[src/rtl/flit_assembler_16_to_32_bit_if.sv]
// Halfword-in / word-out flit streams between a producer, the assembler and a sink.
// The slave modport is the assembler's view; master is the producer/sink side.
interface flit_assembler_16_to_32_bit_if;
   logic [15:0] in_flit_data;
   logic        in_flit_valid;
   logic        in_flit_last;
   logic        in_flit_ready;
   logic [31:0] out_flit_data;
   logic        out_flit_valid;
   logic        out_flit_last;
   logic        out_flit_16;
   logic        out_flit_ready;

   modport slave (
      input  in_flit_data, in_flit_valid, in_flit_last, out_flit_ready,
      output in_flit_ready, out_flit_data, out_flit_valid, out_flit_last, out_flit_16
   );

   modport master (
      output in_flit_data, in_flit_valid, in_flit_last, out_flit_ready,
      input  in_flit_ready, out_flit_data, out_flit_valid, out_flit_last, out_flit_16
   );
endinterface

[src/rtl/flit_assembler_16_to_32_bit.sv]
// Packs pairs of 16-bit halfwords into 32-bit flits (first halfword in the low half)
// and buffers the flits in a small FIFO so a stalled sink only back-pressures the input.
module flit_assembler_16_to_32_bit #(
   parameter int MAX_PKT_LEN = 10
) (
   input  logic                           clk,
   input  logic                           rst,
   flit_assembler_16_to_32_bit_if.slave   bus
);
   localparam int DEPTH = 1 << $clog2(MAX_PKT_LEN + 1);
   localparam int PTR_W = $clog2(DEPTH);
   localparam int CNT_W = PTR_W + 1;

   typedef enum logic {LOWER, UPPER} state_t;

   typedef struct packed {
      logic        f16;
      logic        last;
      logic [31:0] data;
   } entry_t;

   state_t             state_q, state_d;
   logic [15:0]        hold_q, hold_d;
   logic [PTR_W-1:0]   wr_ptr_q, wr_ptr_d;
   logic [PTR_W-1:0]   rd_ptr_q, rd_ptr_d;
   logic [CNT_W-1:0]   count_q, count_d;
   entry_t             mem_q [DEPTH];

   logic   fifo_full, fifo_empty;
   logic   in_xfer, push, pop;
   entry_t push_entry, head;

   assign fifo_full  = (count_q == CNT_W'(DEPTH));
   assign fifo_empty = (count_q == '0);
   assign in_xfer    = bus.in_flit_valid && !fifo_full;
   assign pop        = !fifo_empty && bus.out_flit_ready;

   // Pairing FSM: a lone last halfword in LOWER becomes a zero-extended 16-bit flit.
   always_comb begin
      state_d    = state_q;
      hold_d     = hold_q;
      push       = 1'b0;
      push_entry = '0;
      unique case (state_q)
         LOWER: begin
            if (in_xfer) begin
               if (bus.in_flit_last) begin
                  push       = 1'b1;
                  push_entry = '{f16: 1'b1, last: 1'b1, data: {16'h0000, bus.in_flit_data}};
               end else begin
                  hold_d  = bus.in_flit_data;
                  state_d = UPPER;
               end
            end
         end
         UPPER: begin
            if (in_xfer) begin
               push       = 1'b1;
               push_entry = '{f16: 1'b0, last: bus.in_flit_last, data: {bus.in_flit_data, hold_q}};
               state_d    = LOWER;
            end
         end
         default: state_d = LOWER;
      endcase
   end

   // DEPTH is a power of two, so the pointers wrap by plain overflow.
   always_comb begin
      wr_ptr_d = push ? wr_ptr_q + PTR_W'(1) : wr_ptr_q;
      rd_ptr_d = pop  ? rd_ptr_q + PTR_W'(1) : rd_ptr_q;
      unique case ({push, pop})
         2'b10:   count_d = count_q + CNT_W'(1);
         2'b01:   count_d = count_q - CNT_W'(1);
         default: count_d = count_q;
      endcase
   end

   always_ff @(posedge clk) begin
      if (rst) begin
         state_q  <= LOWER;
         hold_q   <= '0;
         wr_ptr_q <= '0;
         rd_ptr_q <= '0;
         count_q  <= '0;
      end else begin
         state_q  <= state_d;
         hold_q   <= hold_d;
         wr_ptr_q <= wr_ptr_d;
         rd_ptr_q <= rd_ptr_d;
         count_q  <= count_d;
      end
   end

   // NOTE: storage is deliberately not reset; occupancy gates every read, so stale words are never visible.
   always_ff @(posedge clk) begin
      if (push && !rst) begin
         mem_q[wr_ptr_q] <= push_entry;
      end
   end

   assign head               = mem_q[rd_ptr_q];
   assign bus.in_flit_ready  = !fifo_full;
   assign bus.out_flit_valid = !fifo_empty;
   assign bus.out_flit_data  = fifo_empty ? 32'h0 : head.data;
   assign bus.out_flit_last  = fifo_empty ? 1'b0  : head.last;
   assign bus.out_flit_16    = fifo_empty ? 1'b0  : head.f16;
endmodule

[src/flat_wrapper.sv]
// flat-port wrapper written by rule: the top's interface ports become plain ports
module flit_assembler_16_to_32_bit_flat 
#(
   parameter int MAX_PKT_LEN = 10
)
  (clk, rst, bus_in_flit_data, bus_in_flit_valid, bus_in_flit_last, bus_out_flit_ready, bus_in_flit_ready, bus_out_flit_data, bus_out_flit_valid, bus_out_flit_last, bus_out_flit_16);
  flit_assembler_16_to_32_bit_if bus_i ();
  input  logic clk;
  input  logic rst;
  input wire logic [$bits(bus_i.in_flit_data)-1:0] bus_in_flit_data;
  input wire logic [$bits(bus_i.in_flit_valid)-1:0] bus_in_flit_valid;
  input wire logic [$bits(bus_i.in_flit_last)-1:0] bus_in_flit_last;
  input wire logic [$bits(bus_i.out_flit_ready)-1:0] bus_out_flit_ready;
  output wire logic [$bits(bus_i.in_flit_ready)-1:0] bus_in_flit_ready;
  output wire logic [$bits(bus_i.out_flit_data)-1:0] bus_out_flit_data;
  output wire logic [$bits(bus_i.out_flit_valid)-1:0] bus_out_flit_valid;
  output wire logic [$bits(bus_i.out_flit_last)-1:0] bus_out_flit_last;
  output wire logic [$bits(bus_i.out_flit_16)-1:0] bus_out_flit_16;
  assign bus_i.in_flit_data = bus_in_flit_data;
  assign bus_i.in_flit_valid = bus_in_flit_valid;
  assign bus_i.in_flit_last = bus_in_flit_last;
  assign bus_i.out_flit_ready = bus_out_flit_ready;
  assign bus_in_flit_ready = bus_i.in_flit_ready;
  assign bus_out_flit_data = bus_i.out_flit_data;
  assign bus_out_flit_valid = bus_i.out_flit_valid;
  assign bus_out_flit_last = bus_i.out_flit_last;
  assign bus_out_flit_16 = bus_i.out_flit_16;
  flit_assembler_16_to_32_bit #(.MAX_PKT_LEN(MAX_PKT_LEN)) u_core (.clk(clk), .rst(rst), .bus(bus_i));
endmodule
[config.mk]
export PLATFORM = sky130hd
export DESIGN_NAME = flit_assembler_16_to_32_bit_flat
export DESIGN_NICKNAME = d
export VERILOG_FILES = /design/src/rtl/flit_assembler_16_to_32_bit_if.sv /design/src/rtl/flit_assembler_16_to_32_bit.sv /design/src/flat_wrapper.sv
export SDC_FILE = /design/constraint.sdc
export NUM_CORES = 1
export LEC_CHECK = 0
export ABC_CLOCK_PERIOD_IN_PS = 6900
export CAP_MARGIN = 40
export CORE_MARGIN = 2
export CORE_UTILIZATION = 50
export DETAILED_ROUTE_END_ITERATION = 6
export DONT_BUFFER_PORTS = 1
export GPL_ROUTABILITY_DRIVEN = 0
export SETUP_SLACK_MARGIN = 0.15
export SYNTH_ARGS = -nofsm -noshare
export SYNTH_HDL_FRONTEND = slang
export SYNTH_SLANG_ARGS = --single-unit
export TNS_END_PERCENT = 50
[constraint.sdc]
create_clock -name clk -period 6.9 [get_ports clk]
set_input_delay 0.345 -clock clk [delete_from_list [all_inputs] [get_ports clk]]
set_output_delay 0.345 -clock clk [all_outputs]
set_load 0.01 [all_outputs]
# After elaboration in Yosys (flattened, before gate mapping)
# Memory sizes are Yosys's and may differ from the RTL's. A register that Yosys moved wholly into a read port is not among the register bits.
# Index checks and enable logic that the tools add are counted.
op_classes:
  addsub: 4
  n_eq_ne: 3
  mux: 20
  n_bitwise: 2
  reduce_logical: 9
ops:
  columns: ["operator", "count"]
  rows:
  - ["34-bit 2-to-1 mux", 2]
  - ["34-bit one-hot mux with 2 select lines", 1]
  - ["33-bit 2-to-1 mux", 1]
  - ["32-bit 2-to-1 mux", 1]
  - ["1-bit 2-to-1 mux", 10]
  - ["5-bit one-hot mux with 2 select lines", 1]
  - ["4-bit by 1-bit adder with 4-bit output (second input constant)", 2]
  - ["4-bit 2-to-1 mux", 2]
  - ["5-bit by 1-bit adder with 5-bit output (second input constant)", 1]
  - ["5-bit == test (second input constant)", 1]
  - ["5-bit zero test", 1]
  - ["5-bit by 1-bit subtractor with 5-bit output (second input constant)", 1]
  - ["1-bit one-hot mux with 2 select lines", 2]
  - ["1-bit logical AND", 3]
  - ["1-bit zero test", 3]
  - ["3-bit AND reduction", 1]
  - ["2-bit by 1-bit == test with 1-bit output (second input constant)", 1]
  - ["2-bit == test (second input constant)", 1]
  - ["1-bit NOT", 2]
  - ["2-bit nonzero test", 1]
totals:
  ff_bits: 30
  ram_bits: 544
  in_bits: 21
  output_inout_bits: 36
  elab_cells: 44
  n_memories: 1
mem_list:
  columns: ["name", "words", "width", "read_ports", "rd_clocked_by_memory_dff", "write_ports", "line", "rtl"]
  rows:
  - ["u_core.mem_q", 16, 34, 1, 1, 1, "flit_assembler_16_to_32_bit.sv:27", "entry_t mem_q [DEPTH];"]

# Logic depth before layout (Yosys ltp)
# Gate-level depths: netlist (run 1).
logic_depth:
  word_depth: 8
  mapped_depth: 13
  mapped_depth_nobuf: 10

# Least setup slack after synthesis (run 1)
# OpenSTA, ideal clock, no wires.
synth_path:
  path_type: "reg2reg"
  start: "register u_core.count_q[2]"
  end: "memory u_core.mem_q[0][0] (netlist name), enable pin"
  setup_ns: 0.510
  arrival_time_ns: 4.344
  required_ns: 6.390
  setup_slack_ns: 2.046
  stages_incl_launch_ff: 7
  path_buffers: 3
  synth_period_minus_slack_ns: 4.854
  cell_sequence: "dfxtp_1 > buf_2 > or4_1 > buf_4 > o221ai_2 > buf_2 > nor4_1"
synth_between:
  elab_chain_cells: 8
synth_rtl:
  columns: ["item", "line", "rtl"]
  rows:
  - ["start, declared", "flit_assembler_16_to_32_bit.sv:26", "logic [CNT_W-1:0] count_q, count_d;"]
  - ["start signal, assigned", "flit_assembler_16_to_32_bit.sv:90", "count_q <= count_d;"]
  - ["5-bit == test (*)", "flit_assembler_16_to_32_bit.sv:33", "assign fifo_full = (count_q == CNT_W'(DEPTH));"]
  - ["1-bit zero test (*)", "flit_assembler_16_to_32_bit.sv:35", "assign in_xfer = bus.in_flit_valid && !fifo_full;"]
  - ["1-bit logical AND (*)", "flit_assembler_16_to_32_bit.sv:35", null]
  - ["1-bit 2-to-1 mux, on equally long branches", "flit_assembler_16_to_32_bit.sv:57, flit_assembler_16_to_32_bit.sv:46", null]
  - ["1-bit one-hot mux with 2 select lines (*)", "flit_assembler_16_to_32_bit.sv:44", "unique case (state_q)"]
  - ["1-bit logical AND (*)", "flit_assembler_16_to_32_bit.sv:96", "if (push && !rst) begin"]
  - ["1-bit 2-to-1 mux (*)", "flit_assembler_16_to_32_bit.sv:96", null]
  - ["1-bit 2-to-1 mux (not written as such) (*)", "flit_assembler_16_to_32_bit.sv:97", "mem_q[wr_ptr_q] <= push_entry;"]
  - ["end, declared", "flit_assembler_16_to_32_bit.sv:27", null]
# Mark *: on every way between the ends. The rest lies on a longest branch, timed or not.

# Final worst setup path (run 1)
layout_path:
  start: "register u_core.count_q[1]"
  end: "output bus_out_flit_data[18]"
layout_between:
  elab_chain_cells: 2
layout_rtl:
  columns: ["item", "line", "rtl"]
  rows:
  - ["5-bit zero test", "flit_assembler_16_to_32_bit.sv:34", "assign fifo_empty = (count_q == '0);"]
  - ["32-bit 2-to-1 mux", "flit_assembler_16_to_32_bit.sv:104", "assign bus.out_flit_data = fifo_empty ? 32'h0 : head.data;"]
  - ["end, declared", "flat_wrapper.sv:15", "output wire logic [$bits(bus_i.out_flit_data)-1:0] bus_out_flit_data;"]
# Every way passes these cells.

==> results of run 1 <==
[logic make-up after synthesis]
family	Yosys count	share of synthesized area, %
flip-flops	578	75.5
multiplexers	174	15.5
AND/OR/NAND/NOR	143	3.43
AO/OA/AOI/OAI	90	3.32
buffers and inverters	71	1.49
XOR/XNOR	9	0.350
adder cells (fa/ha/maj)	8	0.444
[area by class of cell]
class,count,area [um^2],share of cell area (%)
antenna,1,2.50,0.00978
sequential,578,17000,66.6
clock buffer,81,1610,6.30
inverter,6,22.5,0.0881
clock inverter,31,293,1.14
tap,592,741,2.90
timing repair buffer,65,591,2.31
multi-input combinational,424,5290,20.7
[worst register-to-register path, delay by kind of cell, from the launching register on]
family                     cells  cell delay (ns)
AOI/OAI and AO/OA              5             1.25
and+or+nand+nor                1             0.76
adders and majority gates      2             0.57
DFF                            1             0.38
buffers and inverters          1             0.34
xor gates and xnor gates       1             0.12
[layout by cell type (no fill, tap or decap), drive strengths merged, types with 21 or more instances in the layout]
master       instances
dlygate4sd3         26
clkbuf              81
edfxtp             544
mux2                35
nor2b               35
dfxtp               34
buf                 39
a21oi               21
a221o               34
mux4               136
clkinv              22
nand2               36
[worst paths after layout]
path                 startpoint               endpoint  slack (ns)
min          bus_out_flit_ready     u_core.rd_ptr_q[3]        0.06
min reg2reg   u_core.hold_q[15]      u_core.hold_q[15]        0.45
max reg2reg   u_core.count_q[1]      u_core.count_q[4]        3.31
max           u_core.count_q[1]  bus_out_flit_data[18]        3.14
[registers in the layout, indices dropped and copies added, names as in the netlist, named ones only]
name / cells
u_core.count_q: 5
u_core.state_q: 1
u_core.rd_ptr_q: 4
u_core.wr_ptr_q: 4
u_core.hold_q: 16
u_core.mem_q: 544
[routing by layer]
| metal | global-route usage, % | wire, um | share of wire [%] | vias up |
|---|---|---|---|---|
| met4 | 5.66 | 1040 | 2.1 | 4 |
| met2 | 35.6 | 24900 | 49 | 348 |
| met5 | 0 | 27 | 0.053 | - |
| met3 | 5.21 | 3420 | 6.8 | 84 |
| li1 | - | - | - | 4570 |
| met1 | 31.1 | 21100 | 42 | 5738 |
[where the power goes]
| part | switching [mW] | total (mW) | leakage, nW | internal [mW] |
|---|---|---|---|---|
| clock | 1.30 | 3.12 | 0.930 | 1.82 |
| combinational | 0.906 | 1.62 | 1.78 | 0.711 |
| sequential | 0.0880 | 4.04 | 5.38 | 3.95 |
[metrics by stage]
step	hold slack [ns]	power [mW]
after global placement	0.415	5.74
after floorplan	0.436	5.34
after CTS	0.0418	8.88
after detailed placement	0.421	5.74
after global routing	0.0863	9.11
final	0.0554	8.78
==> reports/qor.csv, run 1 <==
metric,value,unit
die_h,216,um
area_delta_synth_final,13.5,%
cts.sinks,578,
insertion_delay,0.62,ns
end_kind,output pin,
dieArea,46800,um^2
pre_cts_ws,3.42,ns
cap_violations,0,
ys_warn_count,0,
cp_num_buf_inv,1,
whs_path_depth,3,
fin_util,57.7,%
drive_gt1_share,27.1,%
setup_slack,3.14,ns
synth_top_area_cell,edfxtp_1,
cts_buffers,59,
ys.flop_type,edfxtp_1,
grt_pass1_vias,11100,
synthesis.nets,1102,
post_cts_buffers,0,
cts_max_level,2,
setup_tns,0,ns
yosys-top-cells-area,"edfxtp_1, mux4_2, dfxtp_1",
synth_top_cell_area_share,72.5,%
vias,10700,
outcome,completed,
start_util,50.9,%
hpwlAfterDp,26700,um
layout_min_cycle_time,3.76,ns
nNetsFinal,1163,
finalSetupViolCount,0,
cts-hold-fix-buffers,27,
postRouteAntennaNets,0,
fp.dieW,216,um
fillCellCount,3272,
io_buffers,0,
dpl-instance-area,23400,um^2
cp_data_arrival_time,3.42,ns
max-vdd-ir-drop,246,uV
async_flop_share,0,%
dr.pass1.iters,6,
vias_per_cell,6.04,
p_per_area,343,nW/um^2
synth_edf_count,544,
fmax,266,MHz
maxSlewViolCount,0,
antenna_found_initial,1,
path_cells,or4_1 -> o211ai_4 -> buf_4 -> nor2b_1 -> a221o_1,
ctsRootBufferMaster,clkbuf_16,
fin_skew,0.0169,ns
crit_path_start_kind,flop,
pin_count,57,
grt_start_max_net_pins,86,
path_depth,5,
cts_tree,yes,
stdcell_count,1778,
cp.required,6.55,ns
grt_pass1_wl,74900,um
rsz0062_at_grt,false,
synthCells,1073,
crit_slowest_cell,or4_1,
routedWlPerCell,28.4,um
row_count,77,
grt_overflow,0,
synth_common_cells,"edfxtp_1, mux4_2, nand2_1",
synth.distinct_cells,47,
period_share,54.5,%
r2r_cells,10,
post_cts_resized,0,
crit_type,flop to output pin,
grt_usage,22.2,%
drt_iter0_drc,1099,
coreArea,44300,um^2
yosysSeqAreaShare,75.5,%
wirelength,50500,um
dp_cells,1638,
syn-cell-area,22500,um^2
crit_fanout,19,
ys_ff_latch,578,
drcViolationCount,0,
synth.most_common_cell,edfxtp_1,
worstMarginPinSlew,0.906,ns
cts_buffer_depth,3,
hold_violations,0,
design_area,25600,um^2
syn_area_per_cell,21.0,um^2
crit_family,compound AO/OA/AOI/OAI gates,
hold_path.class,primary input to flop,
p_leak,8.09,nW
maxSlewHeadroom,39.4,%
max_stage_delay,0.76,ns
clkTransAtPathRegs,0.06,ns
No activity file was read; power rests on OpenSTA's default activity.
==> inputs of run 2 (changes only) <==
--- a/config.mk
+++ b/config.mk
@@ -5,7 +5,8 @@
 export SDC_FILE = /design/constraint.sdc
 export NUM_CORES = 1
 export LEC_CHECK = 0
-export ABC_CLOCK_PERIOD_IN_PS = 6900
+export ABC_AREA = 1
+export ABC_CLOCK_PERIOD_IN_PS = 3800
 export CAP_MARGIN = 40
 export CORE_MARGIN = 2
 export CORE_UTILIZATION = 50
==> constraint.sdc (replaced) <==
create_clock -name clk -period 3.8 [get_ports clk]
set_input_delay 0.19 -clock clk [delete_from_list [all_inputs] [get_ports clk]]
set_output_delay 0.19 -clock clk [all_outputs]
set_load 0.01 [all_outputs]
==> run 2 against run 1 <==
Against the previous run:
- the run now ends with DRC left
- combinational power is 140% higher
- die area rose by 5.1%
- setup slack got worse by 2.6 ns
- sequential share of layout area shrank 2.6 points
- non-clock buffer count up 25
- global-route usage is 3.6 points higher
- clock-buffer cell count decreased by 10
- synthesized area up 5.2%
- routed wire length increased by 25%
- first-iteration DRC count grew 51%
- clock skew grew 0.0011 ns
- via count up 48%
- critical endpoint is now bus_out_flit_data[29]
- largest power group unchanged
==> reports/qor.csv, run 2 <==
metric,value,unit
setup_tns,0,ns
crit_fanout,64,
outcome,"complete, but fails checks",
max_stage_delay,0.90,ns
rsz0062_at_grt,false,
max-vdd-ir-drop,448,uV
cts_max_level,2,
p_leak,9.86,nW
crit_path_start_kind,flop,
dr.pass1.iters,7,
hold_path.class,primary input to flop,
drt_iter0_drc,1661,
r2r_end,u_core.mem_q[5][3],
layout_min_cycle_time,3.23,ns
cts-hold-fix-buffers,20,
insertion_delay,0.61,ns
post_cts_resized,0,
cts.sinks,578,
dp_cells,2643,
grt_usage,25.8,%
endpoint,bus_out_flit_data[29],
cp.required,3.61,ns
vias,15900,
synth_top_area_cell,edfxtp_1,
synth_top_cell_area_share,68.9,%
hpwlAfterDp,34500,um
hold_slack,0.0443,ns
grt_overflow,0,
post_cts_buffers,0,
synth.distinct_cells,30,
area_delta_synth_final,12.2,%
ys_warn_count,0,
async_flop_share,0,%
yosysSeqAreaShare,71.8,%
maxSlewHeadroom,33.6,%
io_buffers,0,
coreArea,46700,um^2
synthCells,2094,
fp.dieW,222,um
vias_per_cell,5.72,
design_area,26600,um^2
r2r_cells,7,
layout_common_cells,"nand2_1, edfxtp_1, nand3_1",
cap_violations,0,
ys_ff_latch,578,
fin_skew,0.0181,ns
regMostFlops,u_core.mem_q,
ys.flop_type,edfxtp_1,
seqCellArea,17000,um^2
clkTransAtPathRegs,0.06,ns
finalSetupViolCount,0,
top_usage_layer,met2,
cts_tree,yes,
nNetsFinal,2149,
largest_register_ffs,544,
crit_slowest_cell,dfxtp_4,
maxSlewViolCount,0,
final_common_cell,nand2_1,
fmax,310,MHz
cp_data_arrival_time,3.04,ns
start_util,50.8,%
synthesis.nets,2123,
crit_type,flop to output pin,
rr_startpoint,u_core.state_q,
antenna_found_initial,2,
drive_gt1_share,8.23,%
hold_violations,0,
synth_common_cells,"nand2_1, edfxtp_1, nand3_1",
dpl-instance-area,24600,um^2
violations,DRC,
syn_area_per_cell,11.3,um^2
diodes,0,
syn-cell-area,23700,um^2
drcViolationCount,2,
top_regs,"u_core.mem_q x544, u_core.hold_q x16, u_core.count_q x5",
dieArea,49200,um^2
end_kind,output pin,
wirelength,63000,um
postRouteAntennaNets,0,
cts_buffers,58,
die_h,222,um
ctsRootBufferMaster,clkbuf_16,
stdcell_count,2770,
fillCellCount,3871,
grt_start_max_net_pins,170,
yosys-top-cells-area,"edfxtp_1, nand2_1, nand3_1",
rrSetupSlack,0.79,ns
period_share,84.9,%
worstMarginPinSlew,0.993,ns
met3_usage,5.00,%
synth_edf_count,544,
grt_util_met1,35.9,%
synth.most_common_cell,nand2_1,
row_count,79,
routedWlPerCell,22.7,um
cts_buffer_depth,3,
grt_pass1_wl,95100,um
path_cells,inv_4 -> buf_4 -> buf_16 -> nand3_1 -> nand3_1 -> nand2_1 -> nand2_1 -> a21oi_1,
grt_pass1_vias,15400,
p_per_area,626,nW/um^2
pin_count,57,
multi_input_area,5980,um^2
grt_use_met2,40.5,%
[run 2: changes by cell type in the layout (fill, tap and decap cells not counted), moves of 12 or more]
| cell | previous run | this run |
|---|---|---|
| a21oi_1 | 21 | 46 |
| a221o_1 | 34 | 0 |
| a22o_1 | 16 | 0 |
| and2_1 | 16 | 0 |
| buf_4 | 36 | 57 |
| inv_1 | 6 | 40 |
| mux2_2 | 35 | 0 |
| mux4_2 | 136 | 0 |
| nand2_1 | 36 | 748 |
| nand3_1 | 2 | 432 |
| nor2_1 | 15 | 55 |
| nor2_4 | 2 | 14 |
| nor2b_1 | 35 | 0 |
[run 2: cell families after synthesis]
family | after synthesis | synth area share (%)
simple gates | 1262 | 22.6
fa+ha+maj | 8 | 0.422
flops | 578 | 71.8
xor+xnor | 6 | 0.222
compound gates | 70 | 1.48
buf+inv | 170 | 3.46
[run 2: cell type report]
type	instances	area share (%)
clock buffer	71	5.76
inverter	46	0.687
sequential	578	64.0
clock inverter	32	0.931
timing repair buffer	90	3.29
tap	607	2.85
multi-input combinational	1346	22.5
[run 2: through the flow]
step | power, mW | utilization (%) | worst slack, ns
floorplan | 10.2 | - | 0.00714
detailed placement | 11.3 | 52.7 | 0.864
global placement | 11.2 | 52.4 | 0.924
CTS | 16.8 | 57.0 | 0.563
finish | 16.6 | 57.0 | 0.573
global route | 17.4 | 57.0 | 0.393
[run 2: worst min path at each step]
stage	cells past startpoint	endpoint	slack (ns)	from
3_3_place_gp	1	u_core.wr_ptr_q[3]	0.26	rst
2_1_floorplan	2	u_core.hold_q[15]	0.32	bus_in_flit_data[15]
6_report	3	u_core.mem_q[13][16]	0.04	bus_in_flit_data[0]
3_5_place_dp	1	u_core.wr_ptr_q[2]	0.26	rst
4_1_cts	3	u_core.mem_q[14][19]	0.01	bus_in_flit_data[3]
5_1_grt	3	u_core.mem_q[14][19]	0.04	bus_in_flit_data[3]
[run 2: metal layers]
| metal | share of wire [%] | wire, um |
|---|---|---|
| met1 | 42 | 26600 |
| met2 | 46 | 28900 |
| met3 | 8.1 | 5130 |
| met4 | 3.6 | 2260 |
| met5 | 0.038 | 24 |
[run 2: power breakdown]
group | leakage [nW] | total (mW) | internal [mW] | switching [mW]
Combinational | 3.69 | 3.85 | 1.08 | 2.77
Sequential | 5.31 | 7.35 | 7.14 | 0.216
Clock | 0.867 | 5.44 | 3.10 | 2.34
Total | 9.86 | 16.6 | 11.3 | 5.32
[run 2: critical path: cells and delay by family, from the launching register on]
| kind | cells | cell delay [ns] |
|---|---|---|
| buffers and inverters | 3 | 0.56 |
| and+or+nand+nor | 4 | 0.39 |
| DFF | 1 | 0.90 |
| AOI/OAI and AO/OA | 1 | 0.48 |
